### src/rtl/bsg_zynq_fifo_combiner.sv
// bsg_zynq_fifo_combiner: reduces groups of PS->PL FIFO heads into registered PL->PS words,
// with per-channel saturating delivery counters and last AXI write address capture.
module bsg_zynq_fifo_combiner #(
  parameter int width_p       = 32,
  parameter int num_out_p     = 2,
  parameter int group_p       = 2,
  parameter int count_width_p = 16,
  parameter int addr_width_p  = 6
) (
  input  logic                                   aclk,
  input  logic                                   areset,
  input  logic [num_out_p*group_p*width_p-1:0]   in_data_i,
  input  logic [num_out_p*group_p-1:0]           in_v_i,
  output logic [num_out_p*group_p-1:0]           in_yumi_o,
  output logic [num_out_p*width_p-1:0]           out_data_o,
  output logic [num_out_p-1:0]                   out_v_o,
  input  logic [num_out_p-1:0]                   out_ready_i,
  input  logic [1:0]                             mode_i,
  input  logic                                   enable_i,
  input  logic                                   clear_i,
  input  logic                                   aw_v_i,
  input  logic [addr_width_p-1:0]                aw_addr_i,
  output logic [num_out_p*count_width_p-1:0]     count_o,
  output logic [num_out_p-1:0]                   sat_o,
  output logic [addr_width_p-1:0]                last_addr_o
);
  genvar k;
  for (k = 0; k < num_out_p; k++) begin : ch
    logic [width_p-1:0] red, w, data;
    logic [count_width_p-1:0] cnt, cnt_next;
    logic full, fire, deliver, sat;
    always_comb begin
      red = in_data_i[k*group_p*width_p +: width_p];
      w = '0;
      for (int g = 1; g < group_p; g++) begin
        w = in_data_i[(k*group_p+g)*width_p +: width_p];
        red = mode_i == 2'd0 ? red + w :
              mode_i == 2'd1 ? red ^ w :
              mode_i == 2'd2 ? (w > red ? w : red) :
                               (w < red ? w : red);
      end
    end
    assign fire = enable_i & (&in_v_i[k*group_p +: group_p]) & (~full | out_ready_i[k]) & ~areset;
    assign deliver = full & out_ready_i[k];
    // clear wins over the old count but still accounts for a same-cycle delivery
    assign cnt_next = clear_i ? count_width_p'(deliver) : cnt + count_width_p'(deliver & ~&cnt);
    always_ff @(posedge aclk)
      if (areset) begin
        full <= 1'b0;
        data <= '0;
        cnt  <= '0;
        sat  <= 1'b0;
      end else begin
        full <= fire | (full & ~out_ready_i[k]);
        if (fire) data <= red;
        cnt  <= cnt_next;
        sat  <= ~clear_i & (sat | &cnt_next);
      end
    assign in_yumi_o[k*group_p +: group_p]         = {group_p{fire}};
    assign out_data_o[k*width_p +: width_p]         = data;
    assign out_v_o[k]                               = full;
    assign count_o[k*count_width_p +: count_width_p] = cnt;
    assign sat_o[k]                                 = sat;
  end
  always_ff @(posedge aclk)
    if (areset) last_addr_o <= '0;
    else if (aw_v_i) last_addr_o <= aw_addr_i;
endmodule

### config.mk
export PLATFORM = sky130hd
export DESIGN_NAME = bsg_zynq_fifo_combiner
export DESIGN_NICKNAME = d
export VERILOG_FILES = /design/src/rtl/bsg_zynq_fifo_combiner.sv
export SDC_FILE = /design/constraint.sdc
export NUM_CORES = 1
export LEC_CHECK = 0
export BUFFER_PORTS_ARGS = -buffer_cell sky130_fd_sc_hd__buf_2
export CORE_UTILIZATION = 49
export CTS_CLUSTER_DIAMETER = 60
export DETAILED_ROUTE_END_ITERATION = 16
export PLACE_DENSITY = 0.74
export SYNTH_ARGS = -nofsm -noshare
export SYNTH_HDL_FRONTEND = slang
export SYNTH_SLANG_ARGS = --single-unit
export TNS_END_PERCENT = 10
### constraint.sdc
create_clock -name aclk -period 5.2 [get_ports aclk]
set_input_delay 0.78 -clock aclk [delete_from_list [all_inputs] [get_ports aclk]]
set_output_delay 0.78 -clock aclk [all_outputs]
set_load 0.01 [all_outputs]
# Word-level counts from Yosys, hierarchy flattened

Cells that the tools add are included.

Word-level logic and storage cells: 68
Input bits: 147
Output and inout bits: 110
Bits in registers: 106

Magnitude comparators: 4
Reduce and logical (&&, ||, !) cells: 9
Add/sub/neg operators: 4
Bitwise logic cells: 28
Multiplexer cells: 12
Equality and inequality tests: 2

Operator list:

| operator                                       | number |
|---|---|
| 2-to-1 mux 32 bit                              | 10 |
| adder 32 bit                                   | 2 |
| > comparator 32 bit                            | 2 |
| less-than comparator 32 bit                    | 2 |
| AND reduction 16 bit                           | 4 |
| XOR 32 bit                                     | 2 |
| adder 16 x 1 -> 16 bit                         | 2 |
| 2-to-1 mux 16 bit                              | 2 |
| AND 1 bit                                      | 14 |
| NOT 1 bit                                      | 6 |
| bitwise OR 1 bit                               | 6 |
| AND reduction 2 bit                            | 2 |
| == test 2 x 1 -> 1 bit (second input constant) | 1 |
| == test 2 bit (second input constant)          | 1 |
| zero test 1 bit                                | 2 |
| zero test 2 bit                                | 1 |

# Logic depth before layout (Yosys ltp)

Gate-level depths: netlist (run 1).

Depth after elaboration: 8
Depth in mapped cells: 14
Mapped depth without buffers: 12

# Least setup slack after synthesis (run 1)

OpenSTA, ideal clock, no wires.

Kind: in2reg
Start: input in_data_i[10]
End: register ch[0].data[31]
Slack: 1617 ps
Arrival: 3464 ps
Library setup time: 119 ps
Required time: 5081 ps
Path buffers: 2
Stages: 13
Cells stage by stage: inv_1 -> ha_1 -> buf_2 -> and3_1 -> a21oi_1 -> a21oi_1 -> a2111oi_0 -> a21oi_1 -> or2_2 -> clkbuf_1 -> nand2_1 -> mux2_2 -> o221a_2

Word-level cells in the longest chain between the ends: 5
Elaborated cells on any way between the ends: 8
Those cells by class: add/sub: 1; order compare: 2; mux: 5

Ends and longest elaborated chain:

| what                                                                      | line   | text |
|---|---|---|
| from (decl)                                                               | 12     | `input logic [num_out_p*group_p*width_p-1:0] in_data_i,` |
| less-than comparator 32 bit / > comparator 32 bit (equally long branches) | 40, 39 |  |
| 2-to-1 mux 32 bit (on tied branches)                                      | 40, 39 |  |
| 2-to-1 mux 32 bit                                                         | 39     | `mode_i == 2'd2 ? (w > red ? w : red) :` |
| 2-to-1 mux 32 bit                                                         | 38     | `mode_i == 2'd1 ? red ^ w :` |
| 2-to-1 mux 32 bit *                                                       | 37     | `red = mode_i == 2'd0 ? red + w :` |
| to (signal assigned)                                                      | 55     | `if (fire) data <= red;` |
| to (decl)                                                                 | 29     | `logic [width_p-1:0] red, w, data;` |

Every way passes the cells marked *; elsewhere a longest branch is shown, timed or not.
A chain may end at the register's enable or synchronous reset.

# Final worst setup path (run 1)

Start: input in_data_i[91]
End: register ch[1].data[18]

Word-level cells in the longest chain between the ends: 5
Elaborated cells on any way between the ends: 7
Those cells by class: order compare: 2; mux: 5

Ends and longest elaborated chain:

| what                                                                      | line |
|---|---|
| less-than comparator 32 bit / > comparator 32 bit (equally long branches) | 40, 39 |
| 2-to-1 mux 32 bit (on tied branches)                                      | 40, 39 |
| 2-to-1 mux 32 bit *                                                       | 39 |
| 2-to-1 mux 32 bit *                                                       | 38 |
| 2-to-1 mux 32 bit *                                                       | 37 |
| to (signal assigned)                                                      | 55 |
| to (decl)                                                                 | 29 |

Marked as above.

==> results of run 1 <==
worst max path at each step:
stage | startpoint | to | slack [ns] | cells after the start
after global routing | in_data_i[29] | ch[0].data[23] | 0.85 | 13
final | in_data_i[91] | ch[1].data[18] | 1.08 | 11
after detailed placement | in_data_i[10] | ch[0].data[15] | 0.75 | 13
after floorplan | in_data_i[10] | ch[0].data[31] | 1.62 | 13
after CTS | in_data_i[10] | ch[0].data[15] | 1.13 | 13
after global placement | in_data_i[10] | ch[0].data[25] | 0.87 | 13
flip-flops by register name, summed over array words and instances (netlist names):
signal,cells
last_addr_o,6
ch.sat,2
ch.data,64
ch.cnt,32
ch.full,2
logic make-up after synthesis:
kind of cell | Yosys count | synth area share
and+or+nand+nor | 426 | 0.1925
xor gates and xnor gates | 65 | 0.05364
buffers and inverters | 204 | 0.07698
adders and majority gates | 132 | 0.1570
AOI/OAI and AO/OA | 428 | 0.2650
DFF | 106 | 0.1999
muxes | 57 | 0.05493
worst max-delay path, delay by kind of cell:
family	cells	cell delay (ns)
simple gates	5	2.13
compound gates	2	0.67
fa+ha+maj	1	0.48
mux	1	0.17
buf+inv	2	0.14
final cells by class:
class                           count  area (um^2)
Fill cell                        2021         8866
Clock buffer                       10        229.0
Inverter                          124        465.4
Tap cell                          275        344.1
Timing Repair Buffer              270         1386
Sequential cell                   106         2122
Clock inverter                      5        61.31
Antenna cell                        2        5.005
Multi-Input combinational cell   1108         7675
power by group through the flow:
stage | registers, mW | logic, mW | clock network [mW]
global route | 0.858 | 0.986 | 0.771
detailed placement | 0.874 | 0.880 | 0
floorplan | 0.884 | 0.590 | 0
global placement | 0.874 | 0.874 | 0
CTS | 0.855 | 0.886 | 0.732
finish | 0.855 | 0.902 | 0.723
stage by stage:
stage	total power [mW]	hold WS, ns	instances	worst slack [ns]	area (um^2)
floorplan	1.474	0.4415	1418	1.617	10610
global placement	1.748	0.4361	1883	0.8733	11990
detailed placement	1.754	0.4456	1883	0.7543	11990
CTS	2.473	0.4630	1898	1.127	12280
global route	2.615	0.4732	1898	0.8452	12280
finish	2.480	0.4597	1900	1.079	12290
cell usage in the layout, fill, tap and decap left out, types with 15 or more instances in the layout:
master	synthesis	layout
ha_1	130	130
xnor2_1	41	41
nand4_1	19	19
a21oi_1	115	115
a21o_1	25	25
mux2i_1	50	50
inv_1	122	122
xor2_1	24	24
a211oi_1	23	23
nor2b_1	20	20
o211ai_1	16	16
nand3_1	44	44
nor3_1	40	40
buf_2	8	256
a22oi_1	15	15
o21ai_0	102	102
nand2_1	80	80
nor2_1	141	141
dfxtp_1	106	106
metal layers:
layer  track usage  up-vias  part of all wire
met5             0        -           0.00038
met4        0.1413        2             0.036
met3       0.04557       90             0.083
met2        0.4772      516              0.43
met1        0.4086     5346              0.45
li1              -     5520                 -
==> results.md, run 1 <==
* Clock transition at the registers of the reported paths at 0.08 ns
* Layout overhead on the synthesized area at 15.77%
* Synth area leaders: dfxtp_1, ha_1, a21oi_1
* Hpwl dp at 26,410 um
* Synth async-reset ratio at 0
* Syn avg cell area at between 7 and 8 um^2
* Root buffer cell: clkbuf_16
* Final Skew at between 0.009 and 0.01 ns
* Layout cells sized above 1 at 0.1892
* RSZ-0062 raised after global routing: false
* WS Path Type: input pin to flop
* Post-CTS sizing at 0
* Number of synthesized register bits at approximately 110
* Initial DRC Count at about 850
* Critical path required time at 5.45 ns
* Final Critical Period at about 4.1 ns
* RD Place Congestion at 0.9704
* Antenna Violating Nets Remaining at 0
* Final nets at 1,898
* Hold endpoint: ch[0].data[28]
* Synth cell count leaders: nor2_1, ha_1, inv_1
* Clk_lat worst skew at roughly 0.36 ns
* Power density over the cells at between 200 and 250 nW/um^2
* Slowest stage delay, CP at about 0.79 ns
* Clock power share at 0.292
* TritonCTS clock tree: built
* Worst Hold Class: flop to flop
* Leakage at slightly below 6 nW
* Worst-margin pin slew at around 1.0 ns
* EDFF count, synth at 0
* Die width at between 100 and 150 um
* Fmax at between 200 and 250 MHz
* Synthesized Nets at 1,697
* Hold path depth at 1
* Fin. Hold Viols at 0
* Max_cap viols at 0
* Logic pwr share at 0.364
* Setup TNS at 0 ns
* Seq/Total Area, Yosys at 0.1999
* Mapped Area at 10,610 um^2
* Critical path fanouts, max at 16
* DR DRC count at 0
* Sequential Power Share at 0.345
* Detailed-route wire length per cell at roughly 18 um
* Critical R2R Capture: ch[0].sat
* Worst vdd ir at 0.0001229 V
* Count leader, synth: nor2_1
* Internal power at roughly 1.6 mW
* Vias in the first global route at approximately 11,000
* Critical path cell sequence: buf_2 > inv_1 > ha_1 > and4_1 > nand3_1 > or4_4 > nor4_1 > a211o_1 > and2_1 > mux2i_1 > a221o_1
* Final wirelength at approximately 35,000 um
* Yosys warning total at 0
* Clock buffer depth at 2
* Synthesized instance count at approximately 1,400
* Starting density of the core at 0.5017
* Worst R2R Start: ch[0].cnt[7]
* Worst Setup Start Kind: input pin
* Max Slew Vio Count at 0
* Critical path capture point type: flop
* Initial antenna violation count at 2
* Die Span Y at around 150 um
* Count of unique library cells instantiated by Yosys at 74
* Switch share at 0.3679
* Post-CTS setup buffer count at 0
* Final Cycle Share at 0.7926
* Pin count of the biggest net entering global routing at between 40 and 50
* Relative slew slack at 0.3340
* Number of core rows at 53
* Reg2reg setup slack at between 2 and 2.5 ns
* Top FF cell, synth: dfxtp_1
* Hold path startpoint: ch[0].data[28]
* Htree depth at 3
* Worst path slowest cell: and2_1
* TritonRoute pass-1 iters at 5
* Clock sink count at around 110
* Core footprint at roughly 21,000 um^2
* Num CTS Buffers at 9
* Die area at about 22,000 um^2
* Post-synth top area cell: dfxtp_1
* I/O Buffers at ~260
* Hold-fix buffers at CTS at 0
* Switch Pwr at 0.9123 mW
* GRT Resource Usage Total at 0.3043
* Status: complete, no violations
* Global-route wire length before repair at approximately 53,000 um
* Vias/cell at 6.039
* Remaining Overflow, GRT at 0
* Share of the synthesized area in the top cell type at 0.1999
* Cells on worst reg2reg path at 12
* Post-layout util at 0.5809
* Worst path arrival time at ~4.4 ns
* Vias at approximately 11,000
* Num ports at approximately 260
* # setup viols final at 0
Note: power is estimated with default switching activity, not from simulation.
==> run 2: changes to the inputs <==
--- a/config.mk
+++ b/config.mk
@@ -9,7 +9,7 @@
 export CORE_UTILIZATION = 49
 export CTS_CLUSTER_DIAMETER = 60
 export DETAILED_ROUTE_END_ITERATION = 16
-export PLACE_DENSITY = 0.74
+export PLACE_DENSITY = 0.77
 export SYNTH_ARGS = -nofsm -noshare
 export SYNTH_HDL_FRONTEND = slang
 export SYNTH_SLANG_ARGS = --single-unit
==> constraint.sdc (replaced) <==
create_clock -name aclk -period 3.49 [get_ports aclk]
set_input_delay 0.5235 -clock aclk [delete_from_list [all_inputs] [get_ports aclk]]
set_output_delay 0.5235 -clock aclk [all_outputs]
set_load 0.01 [all_outputs]
==> results.md, run 2 (synthesis gave the netlist of run 1 again) <==
* Status: complete, no violations
* I/O Buffers at 256
* Pin count of the biggest net entering global routing at 31
* Critical path capture point type: flop
* Internal power at 2.405 mW
* WL met3 at around 3200 um
* Final Worst Setup Slack at between 0.2 and 0.25 ns
* Post-layout util at 0.6109
* Critical path cell sequence: buf_2 > inv_1 > ha_1 > and3_1 > a21oi_1 > a21oi_1 > a2111oi_0 > buf_4 > a21oi_1 > nor2b_1 > mux2_2 > a221o_1 > a211o_1
* Max_cap viols at 0
* Detailed-route wire length per cell at approximately 18 um
* Uppermost layer routed: met4
* TritonRoute pass-1 iters at 5
* Clock transition at the registers of the reported paths at roughly 0.080 ns
* Vias in the first global route at about 11,000
* Switch Pwr at ~1.4 mW
* Worst vdd ir at ~0.00019 V
* Worst R2R Start: ch[0].cnt[7]
* Layout cells sized above 1 at 0.2292
* Initial DRC Count at between 900 and 1,000
* Hold-fix buffers at CTS at 0
* Dpl cells at around 2,000
* DRT met1 WL at between 15,000 and 20,000 um
* Final Skew at around 0.011 ns
* Fmax at slightly above 300 MHz
* Sequential Power Share at 0.335
* Critical path fanouts, max at 4
* Final wirelength at roughly 36,000 um
* Worst Hold Class: input pin to flop
* Num ports at between 200 and 300
* Tot Pwr at around 3.8 mW
* Reg2reg setup slack at about 0.70 ns
* Setup TNS at 0 ns
* Worst path arrival time at roughly 3.5 ns
* Htree depth at 3
* Vias/cell at roughly 6
* Vias at between 10,000 and 15,000
* Switch share at 0.3679
* Hpwl dp at about 28,000 um
* Number of core rows at 53
* Die width at about 150 um
* Dpl cell area at approximately 13,000 um^2
* Fin. Hold Viols at 0
* CP top delay family: compound AO/OA/AOI/OAI gates
* Leakage at 6.196 nW
* Clock sink count at between 100 and 150
* WS Path Type: input pin to flop
* Met2 routed wirelength at between 15,000 and 20,000 um
* Initial antenna violation count at 0
* CP bufs+invs at 3
* Worst-margin pin slew at between 0.9 and 1 ns
* Final nets at slightly below 2,000
* Relative slew slack at 0.3343
* Worst Setup Start Kind: input pin
* Post-Layout Cell Count at a little under 2,000
* Most frequent cells in the layout: buf_2, nor2_1, ha_1
* Global-route wire length before repair at about 57,000 um
* Worst hold slack at a little over 0.4 ns
* Remaining Overflow, GRT at 0
* TritonCTS clock tree: built
* GRT Resource Usage Total at 0.3206
* Critical R2R Capture: ch[0].sat
* Worst slack at placement at -0.1337 ns
* Slowest stage delay, CP at around 0.53 ns
* Final Critical Period at between 3 and 4 ns
* Commonest non-fill, non-tap cell in the layout: buf_2
* Num CTS Buffers at 9
* Final Cycle Share at 0.9401
* Power density over the cells at between 200 and 300 nW/um^2
* Largest reg by FF count: ch.data
* Starting density of the core at 0.5017
* RD Place Congestion at 0.9583
* Antenna Violating Nets Remaining at 0
* Die Span Y at approximately 150 um
* Post-layout instance area at around 13,000 um^2
* DR DRC count at 0
* Clock power share at 0.275
* Hold path startpoint: aw_addr_i[2]
* Max Slew Vio Count at 0
* Clock buffer depth at 2
* Logic pwr share at 0.390
* Worst path slowest cell: a2111oi_0
* Max FFs per register at 64
* Critical path required time at 3.73 ns
* Post-CTS setup buffer count at 0
* RSZ-0062 raised after global routing: false
* # setup viols final at 0
* Hold path depth at 3
* Die area at around 22,000 um^2
* Clk_lat worst skew at between 0.3 and 0.4 ns
* Hold endpoint: last_addr_o[2]
* Biggest regs: ch.data x64, ch.cnt x32, last_addr_o x6
* Core footprint at about 21,000 um^2
* Cells on worst reg2reg path at 12
* Post-CTS sizing at 0
* Root buffer cell: clkbuf_16
* Top cell by count, worst path: a21oi_1
* Layout overhead on the synthesized area at 21.75%
[run 2: worst max path at each step]
stage	from	end	slack, ns	cells after the start
6_report	in_data_i[9]	ch[0].data[30]	0.21	13
5_1_grt	in_data_i[27]	ch[0].data[30]	0.07	12
4_1_cts	in_data_i[9]	ch[0].data[30]	0.21	13
3_5_place_dp	in_data_i[9]	ch[0].data[30]	-0.13	13
3_3_place_gp	in_data_i[9]	ch[0].data[30]	-0.16	13
2_1_floorplan	in_data_i[10]	ch[0].data[31]	0.16	13
[run 2: final cells by class]
cell class	count	area [um^2]
Tap cell	275	344.1
Clock inverter	4	33.78
Antenna cell	2	5.005
Clock buffer	12	256.5
Fill cell	1960	8232
Sequential cell	106	2122
Inverter	124	465.4
Multi-Input combinational cell	1108	7681
Timing Repair Buffer	352	2014
[run 2: layer usage]
metal | vias up | GRT usage
met5 | - | 0
met4 | 0 | 0.1485
met3 | 90 | 0.04251
met2 | 544 | 0.5070
met1 | 5537 | 0.4303
li1 | 5680 | -
[run 2: power groups by stage]
| stage | Clock, mW | Sequential [mW] | Combinational, mW |
|---|---|---|---|
| final | 1.05 | 1.28 | 1.48 |
| after global placement | 0 | 1.30 | 1.43 |
| after detailed placement | 0 | 1.30 | 1.45 |
| after CTS | 1.06 | 1.27 | 1.46 |
| after global routing | 1.11 | 1.28 | 1.61 |
| after floorplan | 0 | 1.32 | 0.878 |
[run 2: worst min-delay path, stage by stage]
cell and delay (ns):
buf_2 0.08, mux2i_1 0.06, nor2_1 0.07
==> run 3: changes to the inputs <==
--- a/config.mk
+++ b/config.mk
@@ -9,7 +9,7 @@
 export CORE_UTILIZATION = 49
 export CTS_CLUSTER_DIAMETER = 60
 export DETAILED_ROUTE_END_ITERATION = 16
-export PLACE_DENSITY = 0.77
+export PLACE_DENSITY = 0.74
 export SYNTH_ARGS = -nofsm -noshare
 export SYNTH_HDL_FRONTEND = slang
 export SYNTH_SLANG_ARGS = --single-unit
==> constraint.sdc (replaced) <==
create_clock -name aclk -period 4.19 [get_ports aclk]
set_input_delay 0.6285 -clock aclk [delete_from_list [all_inputs] [get_ports aclk]]
set_output_delay 0.6285 -clock aclk [all_outputs]
set_load 0.01 [all_outputs]
==> results.md, run 3 (synthesis gave the netlist of run 1 again) <==
* Status: complete, no violations
* Leakage at 5.898 nW
* Tot Pwr at 3.069 mW
* Vias in the first global route at about 11,000
* Worst Setup Start Kind: input pin
* Power density over the cells at 246.7 nW/um^2
* Pin count of the biggest net entering global routing at 45
* Critical path cell sequence: buf_2 > inv_1 > ha_1 > nand4_1 > nor3_1 > nand2_1 > nor4_1 > a211oi_1 > nor2_1 > mux2_2 > a221o_1 > a211o_1
* Final nets at around 1,900
* Die Span Y at between 100 and 150 um
* Commonest non-fill, non-tap cell in the layout: buf_2
* Biggest regs: ch.data x64, ch.cnt x32, last_addr_o x6
* Final Worst Setup Slack at about 0.43 ns
* Num ports at roughly 260
* TritonRoute pass-1 iters at 7
* Initial antenna violation count at 3
* Max_cap viols at 0
* DR DRC count at 0
* TritonCTS clock tree: built
* Cells on worst reg2reg path at 12
* Starting density of the core at 0.5017
* WS Path Type: input pin to flop
* Slowest stage delay, CP at between 0.5 and 0.6 ns
* Detailed-route wire length per cell at roughly 18 um
* Clock sink count at approximately 110
* Worst Hold Class: flop to flop
* WP depth at 12
* # setup viols final at 0
* Remaining Overflow, GRT at 0
* Die area at between 20,000 and 25,000 um^2
* Fin. Hold Viols at 0
* Final Skew at around 0.0095 ns
* Post-CTS sizing at 0
* Worst slack at placement at 0.1229 ns
* Post-layout instance area at between 10,000 and 15,000 um^2
* Worst-margin pin slew at 1.020 ns
* Worst R2R Start: ch[0].cnt[7]
* Critical path required time at about 4.4 ns
* Critical R2R Capture: ch[0].sat
* CP bufs+invs at 2
* Clock transition at the registers of the reported paths at 0.08 ns
* Clock buffer depth at 2
* Crit. Startpoint: in_data_i[29]
* Reg2reg setup slack at around 1.4 ns
* GRT Resource Usage Total at 0.3112
* Global-route wire length before repair at around 55,000 um
* Clk_lat worst skew at ~0.36 ns
* Vias/cell at just over 6
* Fmax at around 270 MHz
* Htree depth at 3
* Layout cells sized above 1 at 0.2006
* Worst path arrival time at 4.00 ns
* Largest reg by FF count: ch.data
* RSZ-0062 raised after global routing: false
* Final Cycle Share at 0.8965
* Critical path capture point type: flop
* RD Place Congestion at 0.9485
* Root buffer cell: clkbuf_16
* Final Critical Period at 3.756 ns
* Dpl cell area at 12,160 um^2
* Number of core rows at 53
* Initial DRC Count at ~1,000
* Max Slew Vio Count at 0
* Die width at roughly 150 um
* I/O Buffers at around 260
* Post-CTS setup buffer count at 0
* Vias at approximately 12,000
* Core footprint at 21,150 um^2
* Setup TNS at 0 ns
* Worst vdd ir at about 0.00015 V
* Final wirelength at approximately 35,000 um
* Max FFs per register at 64
* Most frequent cells in the layout: buf_2, nor2_1, ha_1
* CP top delay family: simple AND/OR/NAND/NOR gates
* Critical path fanouts, max at 9
* Worst setup path end: ch[0].data[30]
* Relative slew slack at 0.3191
* Antenna Violating Nets Remaining at 0
* Hold-fix buffers at CTS at 0
* Worst path slowest cell: nor4_1
* Layout overhead on the synthesized area at 17.23%
* Num CTS Buffers at 9
* Hpwl dp at 27,250 um
-- run 3: metal layers --
metal  wire length, um  GRT usage
met5                28          0
met4              1100     0.1270
met3              3071    0.06024
met2             15480     0.4881
met1             15770     0.4157
-- run 3: worst min path at each step --
stage                                 to           start  slack [ns]  cells after the start
after floorplan                ch[1].sat       ch[1].sat        0.44                      2
after global placement    ch[1].data[12]  ch[1].data[12]        0.44                      2
after detailed placement  ch[0].data[16]  ch[0].data[16]        0.44                      2
after CTS                 ch[0].data[16]  ch[0].data[16]        0.46                      2
after global routing      ch[0].data[28]  ch[0].data[28]        0.47                      1
final                     ch[0].data[28]  ch[0].data[28]        0.46                      1
-- run 3: through the flow --
step | std cells | utilization | hold slack, ns
2_1_floorplan | 1418 | - | 0.4415
3_3_place_gp | 1904 | 0.5750 | 0.4363
3_5_place_dp | 1904 | 0.5750 | 0.4450
4_1_cts | 1920 | 0.5881 | 0.4639
5_1_grt | 1920 | 0.5881 | 0.4746
6_report | 1921 | 0.5882 | 0.4604
-- run 3: report_power, final --
| group | switching, mW | internal (mW) | total [mW] |
|---|---|---|---|
| registers | 0.0195 | 1.04 | 1.06 |
| clock network | 0.438 | 0.411 | 0.850 |
| logic | 0.696 | 0.463 | 1.16 |
-- run 3: layout make-up --
cell class              instances  area, um^2
diodes                          1       2.502
clock inverters                 7       52.55
fillers                      2049        8711
multi-input cells            1108        7675
repair buffers                291        1556
clock buffers                   9       225.2
well taps                     275       344.1
flip-flops and latches        106        2122
inverters                     124       465.4
